$ cat src/rtl/result_writeback.sv
// Buffers post-process result vectors and streams them as packed words to the output SRAM.
// Define WB_STALL_CNT_EN to add the stall_cycles backpressure counter port.
module result_writeback #(
  parameter int LANES      = 32,
  parameter int WORD_BYTES = 4,
  parameter int FIFO_DEPTH = 4,
  parameter int ADDR_W     = 16
) (
  input  logic                    clk,
  input  logic                    rst_n,
  input  logic                    start,
  input  logic [ADDR_W-1:0]       base_addr,
  input  logic signed [7:0]       pp_result [0:LANES-1],
  input  logic                    pp_done,
  output logic                    wr_valid,
  input  logic                    wr_ready,
  output logic [ADDR_W-1:0]       wr_addr,
  output logic [8*WORD_BYTES-1:0] wr_data,
  output logic                    busy,
  output logic                    overflow,
  output logic [15:0]             vec_count
`ifdef WB_STALL_CNT_EN
  ,
  output logic [31:0]             stall_cycles
`endif
);

  localparam int WPV    = LANES / WORD_BYTES;
  localparam int WORD_W = 8 * WORD_BYTES;
  localparam int PTR_W  = (FIFO_DEPTH > 1) ? $clog2(FIFO_DEPTH) : 1;
  localparam int CNT_W  = PTR_W + 1;
  localparam int IDX_W  = (WPV > 1) ? $clog2(WPV) : 1;
  localparam int LANE_W = (LANES > 1) ? $clog2(LANES) : 1;
  localparam logic [IDX_W-1:0] LAST_IDX = IDX_W'(WPV - 1);
  localparam logic [CNT_W-1:0] DEPTH_C  = CNT_W'(FIFO_DEPTH);

  typedef enum logic {IDLE, SEND} state_t;

  logic signed [7:0] mem [0:FIFO_DEPTH-1][0:LANES-1];
  logic signed [7:0] src [0:LANES-1];
  state_t            state, state_n;
  logic [PTR_W-1:0]  rd_ptr, wr_ptr, rd_ptr_n, wr_ptr_n;
  logic [CNT_W-1:0]  count, count_n;
  logic [IDX_W-1:0]  word_idx, word_idx_n, src_idx;
  logic [ADDR_W-1:0] addr, addr_n;
  logic [WORD_W-1:0] data_n;
  logic [15:0]       vec_count_n;
  logic              overflow_n;
  logic              hs, last, push, pop, full, drop, more, load;
`ifdef WB_STALL_CNT_EN
  logic [31:0]       stall_n;
`endif

  assign wr_valid = (state == SEND);
  assign wr_addr  = addr;
  assign busy     = (count != '0) || wr_valid;

  always_comb begin
    hs       = wr_valid && wr_ready;
    last     = hs && (word_idx == LAST_IDX);
    pop      = last;
    full     = (count == DEPTH_C);
    // A full FIFO still accepts a vector when the head retires in the same cycle.
    push     = pp_done && !start && (!full || pop);
    drop     = pp_done && !start && full && !pop;
    more     = pop ? (count > CNT_W'(1)) : (count != '0);
    rd_ptr_n = pop  ? rd_ptr + PTR_W'(1) : rd_ptr;
    wr_ptr_n = push ? wr_ptr + PTR_W'(1) : wr_ptr;
    count_n  = count;
    if (push && !pop)      count_n = count + CNT_W'(1);
    else if (pop && !push) count_n = count - CNT_W'(1);

    // Next word comes from the current head, the next queued vector, or the incoming bypass.
    src_idx = '0;
    src     = pp_result;
    if (state == SEND && !last) begin
      src     = mem[rd_ptr];
      src_idx = word_idx + IDX_W'(1);
    end else if (more) begin
      src     = mem[rd_ptr_n];
    end
    data_n = '0;
    for (int b = 0; b < WORD_BYTES; b++)
      data_n[8*b +: 8] = src[LANE_W'(int'(src_idx) * WORD_BYTES + b)];

    state_n     = state;
    addr_n      = addr;
    word_idx_n  = word_idx;
    load        = 1'b0;
    vec_count_n = last ? vec_count + 16'd1 : vec_count;
    overflow_n  = overflow || drop;
`ifdef WB_STALL_CNT_EN
    stall_n     = (wr_valid && !wr_ready && stall_cycles != 32'hFFFF_FFFF)
                  ? stall_cycles + 32'd1 : stall_cycles;
`endif
    if (start) begin
      state_n     = IDLE;
      addr_n      = base_addr;
      word_idx_n  = '0;
      rd_ptr_n    = '0;
      wr_ptr_n    = '0;
      count_n     = '0;
      vec_count_n = '0;
      overflow_n  = 1'b0;
`ifdef WB_STALL_CNT_EN
      stall_n     = '0;
`endif
    end else begin
      case (state)
        IDLE: if (count_n != '0) begin
          state_n    = SEND;
          word_idx_n = '0;
          load       = 1'b1;
        end
        SEND: if (hs) begin
          addr_n = addr + ADDR_W'(1);
          load   = 1'b1;
          if (last) begin
            word_idx_n = '0;
            if (count_n == '0) begin
              state_n = IDLE;
              load    = 1'b0;
            end
          end else begin
            word_idx_n = word_idx + IDX_W'(1);
          end
        end
        default: state_n = IDLE;
      endcase
    end
  end

  always_ff @(posedge clk or negedge rst_n) begin
    if (!rst_n) begin
      state     <= IDLE;
      rd_ptr    <= '0;
      wr_ptr    <= '0;
      count     <= '0;
      word_idx  <= '0;
      addr      <= '0;
      wr_data   <= '0;
      vec_count <= '0;
      overflow  <= 1'b0;
`ifdef WB_STALL_CNT_EN
      stall_cycles <= '0;
`endif
    end else begin
      state     <= state_n;
      rd_ptr    <= rd_ptr_n;
      wr_ptr    <= wr_ptr_n;
      count     <= count_n;
      word_idx  <= word_idx_n;
      addr      <= addr_n;
      vec_count <= vec_count_n;
      overflow  <= overflow_n;
      if (load) wr_data <= data_n;
`ifdef WB_STALL_CNT_EN
      stall_cycles <= stall_n;
`endif
    end
  end

  always_ff @(posedge clk) begin
    if (push) mem[wr_ptr] <= pp_result;
  end

endmodule

$ cat config.mk
export PLATFORM = sky130hd
export DESIGN_NAME = result_writeback
export DESIGN_NICKNAME = d
export VERILOG_FILES = /design/src/rtl/result_writeback.sv
export SDC_FILE = /design/constraint.sdc
export NUM_CORES = 1
export LEC_CHECK = 0
export ABC_AREA = 1
export CORE_MARGIN = 2
export CORE_UTILIZATION = 40
export CTS_CLUSTER_DIAMETER = 40
export DETAILED_ROUTE_END_ITERATION = 16
export GPL_TIMING_DRIVEN = 0
export PLACE_DENSITY_LB_ADDON = 0.12
export SLEW_MARGIN = 30
export SYNTH_ARGS = -nofsm -noshare
export SYNTH_HDL_FRONTEND = slang
export SYNTH_SLANG_ARGS = --single-unit
$ cat constraint.sdc
create_clock -name clk -period 15.62 [get_ports clk]
set_input_delay 3.124 -clock clk [delete_from_list [all_inputs] [get_ports clk]]
set_output_delay 3.124 -clock clk [all_outputs]
set_load 0.02 [all_outputs]
==> results of run 1 <==
[logic make-up after synthesis]
logic type               Yosys count  synth area share, %
AND/OR/NAND/NOR                 2537                 22.8
flip-flops                      1100                 70.3
buffers and inverters            377                 3.47
AO/OA/AOI/OAI                    244                 2.80
XOR/XNOR                          13                0.245
adder cells (fa/ha/maj)           12                0.323
[layout make-up]
class                           instances  area [sq um]
Inverter                              115           432
Tap cell                             1512          1890
Multi-Input combinational cell       2806         12200
Fill cell                           10400         56100
Antenna cell                            8          20.0
Buffer                                262          1190
Clock inverter                        101           955
Sequential cell                      1100         32700
Timing Repair Buffer                  410          5220
Clock buffer                          183          4160
[through the flow]
step | cells | worst slack (ns) | power [mW]
CTS | 6489 | 9.97 | 7.89
global route | 6490 | 9.77 | 8.08
detailed placement | 6205 | 9.15 | 4.44
floorplan | 4283 | 0.396 | 3.92
finish | 6497 | 9.93 | 7.86
global placement | 6137 | -9.84 | 4.46
[cells in the final DEF (no fill, tap or decap), drive strengths merged, types with 76 or more instances in the layout]
cell           count
inv              130
buf              231
clkdlybuf4s50    341
edfxtp          1024
clkbuf           283
nor2             298
nand3            791
o21ai            183
dfrtp             76
nand2           1416
[routing by layer]
layer	vias to the layer above	part of all wire [%]	track usage (%)
met5	-	0.10	0
met4	28	4.8	13.4
met3	372	9.7	7.15
met2	1753	47	46.4
met1	17200	38	35.6
li1	16000	-	-
[worst max-delay path by stage]
stage              from    endpoint
5_1_grt        wr_ready  mem[0][26]
3_3_place_gp   wr_ready  mem[3][48]
3_5_place_dp   wr_ready  mem[0][48]
6_report       wr_ready  mem[0][48]
4_1_cts        wr_ready  mem[0][26]
2_1_floorplan  wr_ready   mem[0][0]
[power by group through the flow]
stage	clock (mW)	sequential (mW)	combinational, mW
after CTS	3.50	3.40	0.990
after detailed placement	0	3.46	0.986
after global placement	0	3.53	0.933
after global routing	3.62	3.41	1.05
final	3.46	3.40	0.996
after floorplan	0	3.53	0.389
[state kept, by name, summed over array words and instances (netlist names)]
register and cells:
rd_ptr 2, count 3, vec_count 16, wr_ptr 2
mem 1024, wr_data 32, wr_valid 1, overflow 1
word_idx 3, wr_addr 16
[worst register-to-register path, cell delays in order, from the launching register on]
cell      delay, ns
dfrtp_1        0.35
buf_2          0.33
clkbuf_2       0.55
clkbuf_1       0.85
nand3_1        0.26
nand3_1        0.23
nand3_1        0.10
nand3_1        0.34
nand2_1        0.10
nand2_1        0.06
nand2_1        0.15
nand2_1        0.12
nand2_1        0.05
==> flow_summary.toml, run 1 <==
[sta]
hold_viol = 0
setup-violations-final = 0
clock_skew_ns = 0.0264
tightestPinTransition_ns = 1.06
tns_ns = 0
timing.fmax_mhz = 176
drv_slew = 0
period_needed_ns = 5.69
hold-worst-slack_ns = 0.476
rsz0062_at_grt = "no"
max_slew_margin_pct = 29.6
fin_crit_sh_pct = 36.4

[floorplan]
io_pins = 344
fp.coreArea_sq_um = 115000
die-area_sq_um = 119000
die_h_um = 345
num_rows = 124
die_w_um = 345
initial_core_util_pct = 40.4

[logic_synthesis]
ys_top_cells_by_count = "nand2_1 (1414), edfxtp_1 (1024), nand3_1 (790)"
postSynthNetCount = 4572
synth_edf_count = 1024
synth.cell_area_sq_um = 46400
synthFlopType = "edfxtp_1"
ys_async_sr_fraction_pct = 6.91
synth_area_leaders = "edfxtp_1 (66%), nand2_1 (11%), nand3_1 (8.5%), dfrtp_1 (4.1%), nor2_1 (2.4%)"
synth_top_area_share_pct = 66.2
syn_avg_cell_area_sq_um = 10.8
synth.most_common_cell = "nand2_1"
netlist_instances = 4283
ys_warn_count = 0
synth-seq-cells = 1100
yosysSeqAreaShare_pct = 70.3
ys_types = 38
synth_top_area_cell = "edfxtp_1"

[worst_hold_path]
hp-start = "wr_data[2]"
holdPathStages = 2
hold_class = "flip-flop to flip-flop"
holdPathEnd = "wr_data[2]"

[finish]
final_cell_area_sq_um = 58700
fin_util_pct = 51.2
syn_to_final_growth_pct = 26.5
fin_nets = 5141
drive_above_1_share_pct = 9.50

[routing]
drc_errors = 0
firstDrtPassIters = 5
routedWlPerCell_um = 26.2
num_vias = 35400
wl_um = 170000
drtAntennaViolNets = 0
first_iter_violations = 3770
routed_via_density = 5.45

[grt]
grt.total_usage_pct = 28.4
antenna_found_initial = 26
grt-ovfl-total = 0
grt_pass1_vias = 33600
grt_max_degree = 62
grt_pass1_wl_um = 237000

[placement]
routabilityCongestion = 0.957
port_buffers = 342
place_area_sq_um = 53600
post-dp-hpwl_um = 123000

[power_and_ir_drop]
combPwrFrac_pct = 12.7
p_int_mw = 5.81
switching_power_mw = 2.05
clkPwrFrac_pct = 44.0
p_seq_share_pct = 43.3
ir_drop_mv = 0.114
powerDensity_nw_per_um2 = 134
p_sw_share_pct = 26.1
leakage_nw = 22.1

[cts]
cts_tree = "yes"
cts.sinks = 1100
clk_latency_ns = 0.77
worst_setup_hold_path_clk_slew_ns = 0.05
cts_root_buf = "clkbuf_16"
h-tree-depth = 4
cts_max_path_buffers = 3
cts_buffers = 157
cts_setup_buffers = 0
ctsResizeCount = 0
cts_hold_buf = 0

[worst_setup_path]
reg2reg_from = "word_idx[0]"
endpoint_kind = "flip-flop"
r2r_slack_ns = 12.02
path_delay_family = "buffers and inverters"
crit_arrival_ns = 6.16
start_kind = "primary input"
cp_cell_sequence = "clkdlybuf4s50_1 -> nand3_2 -> buf_6 -> nand2_1 -> inv_1 -> nor2_1 -> inv_1 -> nor2_4 -> buf_16 -> buf_16 -> buf_16 -> buf_16 -> buf_8"
cpPeakStageDelay_ns = 0.56
cpMostUsedCell = "buf_16"
cp_slowest_cell = "clkdlybuf4s50_1"
worst-path-buf-inv = 9
r2r-end = "wr_data[17]"
rr_worst_depth = 12
worstPathRequired_ns = 16.09
worstSetupPathType = "primary input to flip-flop"
crit_fanout = 19
critical_path_depth = 13

[outcome]
outcome = "complete, no violations"

[flow_run]
drv_cap = 0
No activity file was read; power rests on OpenSTA's default activity.
==> run 2: changes to the inputs <==
- clock period: 15.62 -> 5.24 ns (I/O delays scaled with it)
==> flow_summary.toml, run 2 (synthesized netlist as in run 1, its figures left out) <==
[outcome]
outcome = "complete, no violations"

[grt]
grt.total_usage_pct = 28.1
grt_pass1_wl_um = 236000
grt_pass1_vias = 33600
use_met2_pct = 45.6
grtUsageMet1_pct = 35.3
antenna_found_initial = 31
grt_max_degree = 41
grtUsageMet3_pct = 7.43
gr-max-usage-layer = "met2"
grt-ovfl-total = 0

[floorplan]
io_pins = 344
die-area_sq_um = 119000
die_h_um = 345
num_rows = 124
die_w_um = 345
fp.coreArea_sq_um = 115000
initial_core_util_pct = 40.4

[sta]
hold_viol = 0
timing.fmax_mhz = 280
max_slew_margin_pct = 26.2
rsz0062_at_grt = "no"
setup-violations-final = 0
clock_skew_ns = 0.0338
hold-worst-slack_ns = 0.185
drv_slew = 0
period_needed_ns = 3.58
tns_ns = 0
fin_crit_sh_pct = 68.3
tightestPinTransition_ns = 1.11

[placement]
port_buffers = 342
post-dp-hpwl_um = 123000
routabilityCongestion = 0.942

[worst_setup_path]
worstPathRequired_ns = 5.92
critical_path_depth = 13
path_delay_family = "simple AND/OR/NAND/NOR gates"
crit_arrival_ns = 4.26
worst-path-buf-inv = 3
start_kind = "flip-flop"
worstSetupPathType = "flip-flop to flip-flop"
crit_fanout = 10
cp_slowest_cell = "nand3_1"
endpoint_kind = "flip-flop"
crit_start = "rd_ptr[0]"
reg2reg_from = "rd_ptr[0]"
cpMostUsedCell = "nand2_1"
cpPeakStageDelay_ns = 0.50
cp_cell_sequence = "buf_2 -> buf_2 -> buf_2 -> nand2_1 -> nand3_1 -> nand3_1 -> nand3_1 -> nand3_1 -> nand2_1 -> nand2_1 -> nand2_1 -> nand2_1 -> nand2_1"
rr_worst_depth = 13

[finish]
regMostFlops = "mem"
syn_to_final_growth_pct = 27.9
top_regs = "mem x1024, wr_data x32"
fin_nets = 5146
layout_common_cells = "nand2_1 (1413), edfxtp_1 (1024), nand3_1 (790)"
drive_above_1_share_pct = 9.98
largest_reg_flops = 1024
mostFrequentLayoutCell = "nand2_1"

[power_and_ir_drop]
powerDensity_nw_per_um2 = 413
ir_drop_mv = 0.284
leakage_nw = 22.4

[cts]
h-tree-depth = 4
cts_root_buf = "clkbuf_16"
worst_setup_hold_path_clk_slew_ns = 0.06
cts_tree = "yes"
ctsResizeCount = 0
clk_latency_ns = 0.78
cts.sinks = 1100
cts_hold_buf = 0
cts_buffers = 161
cts_max_path_buffers = 3
cts_setup_buffers = 0

[routing]
routed_via_density = 5.43
firstDrtPassIters = 6
num_vias = 35400
drc_errors = 0
routedWlPerCell_um = 25.9
first_iter_violations = 3716
drtAntennaViolNets = 0
wl_um = 169000

[flow_run]
drv_cap = 0

[worst_hold_path]
hold_class = "primary input to asynchronous set/reset pin"
run 2: layout make-up:
type | instances | area [sq um]
Sequential cell | 1100 | 32700
Clock inverter | 120 | 1600
Timing Repair Buffer | 411 | 5260
Tap cell | 1512 | 1890
Fill cell | 10200 | 55400
Clock buffer | 177 | 4120
Buffer | 262 | 1180
Inverter | 115 | 434
Multi-Input combinational cell | 2806 | 12200
Antenna cell | 15 | 37.5
run 2: power by group:
| group | leakage (nW) | internal [mW] | switching (mW) |
|---|---|---|---|
| combinational | 9.40 | 0.975 | 1.99 |
| clock | 2.75 | 7.16 | 4.26 |
| sequential | 10.3 | 10.0 | 0.147 |
run 2: metrics by stage:
stage / area, sq um / setup WS [ns] / total power, mW / std cells / utilization [%]
floorplan: 46500 / -0.578 / 11.6 / 4283 / -
global placement: 51800 / -4.55 / 13.1 / 6137 / 45.1
detailed placement: 53600 / 1.02 / 13.2 / 6206 / 46.7
CTS: 59400 / 1.78 / 24.6 / 6503 / 51.7
global route: 59400 / 1.64 / 25.2 / 6511 / 51.7
finish: 59400 / 1.66 / 24.5 / 6518 / 51.7
run 2: worst register-to-register path: cells and delay by family, from the launching register on:
| family | cells | cell delay, ns |
|---|---|---|
| DFF | 1 | 0.47 |
| buffers and inverters | 3 | 1.26 |
| and+or+nand+nor | 10 | 1.76 |
run 2: final timing paths:
path / slack (ns) / end
max: 1.66 / wr_data[9]
min: 0.18 / word_idx[2]
max reg2reg: 1.66 / wr_data[9]
min reg2reg: 0.48 / wr_data[4]
max in group asynchronous: 4.50 / wr_data[9]
min in group clk: 0.48 / wr_data[4]
run 2: layer usage:
metal  part of all wire [%]  vias up
met5                  0.091        -
met4                    4.4       26
met3                    9.7      383
met2                     48     1682
met1                     38    17300
li1                       -    16100
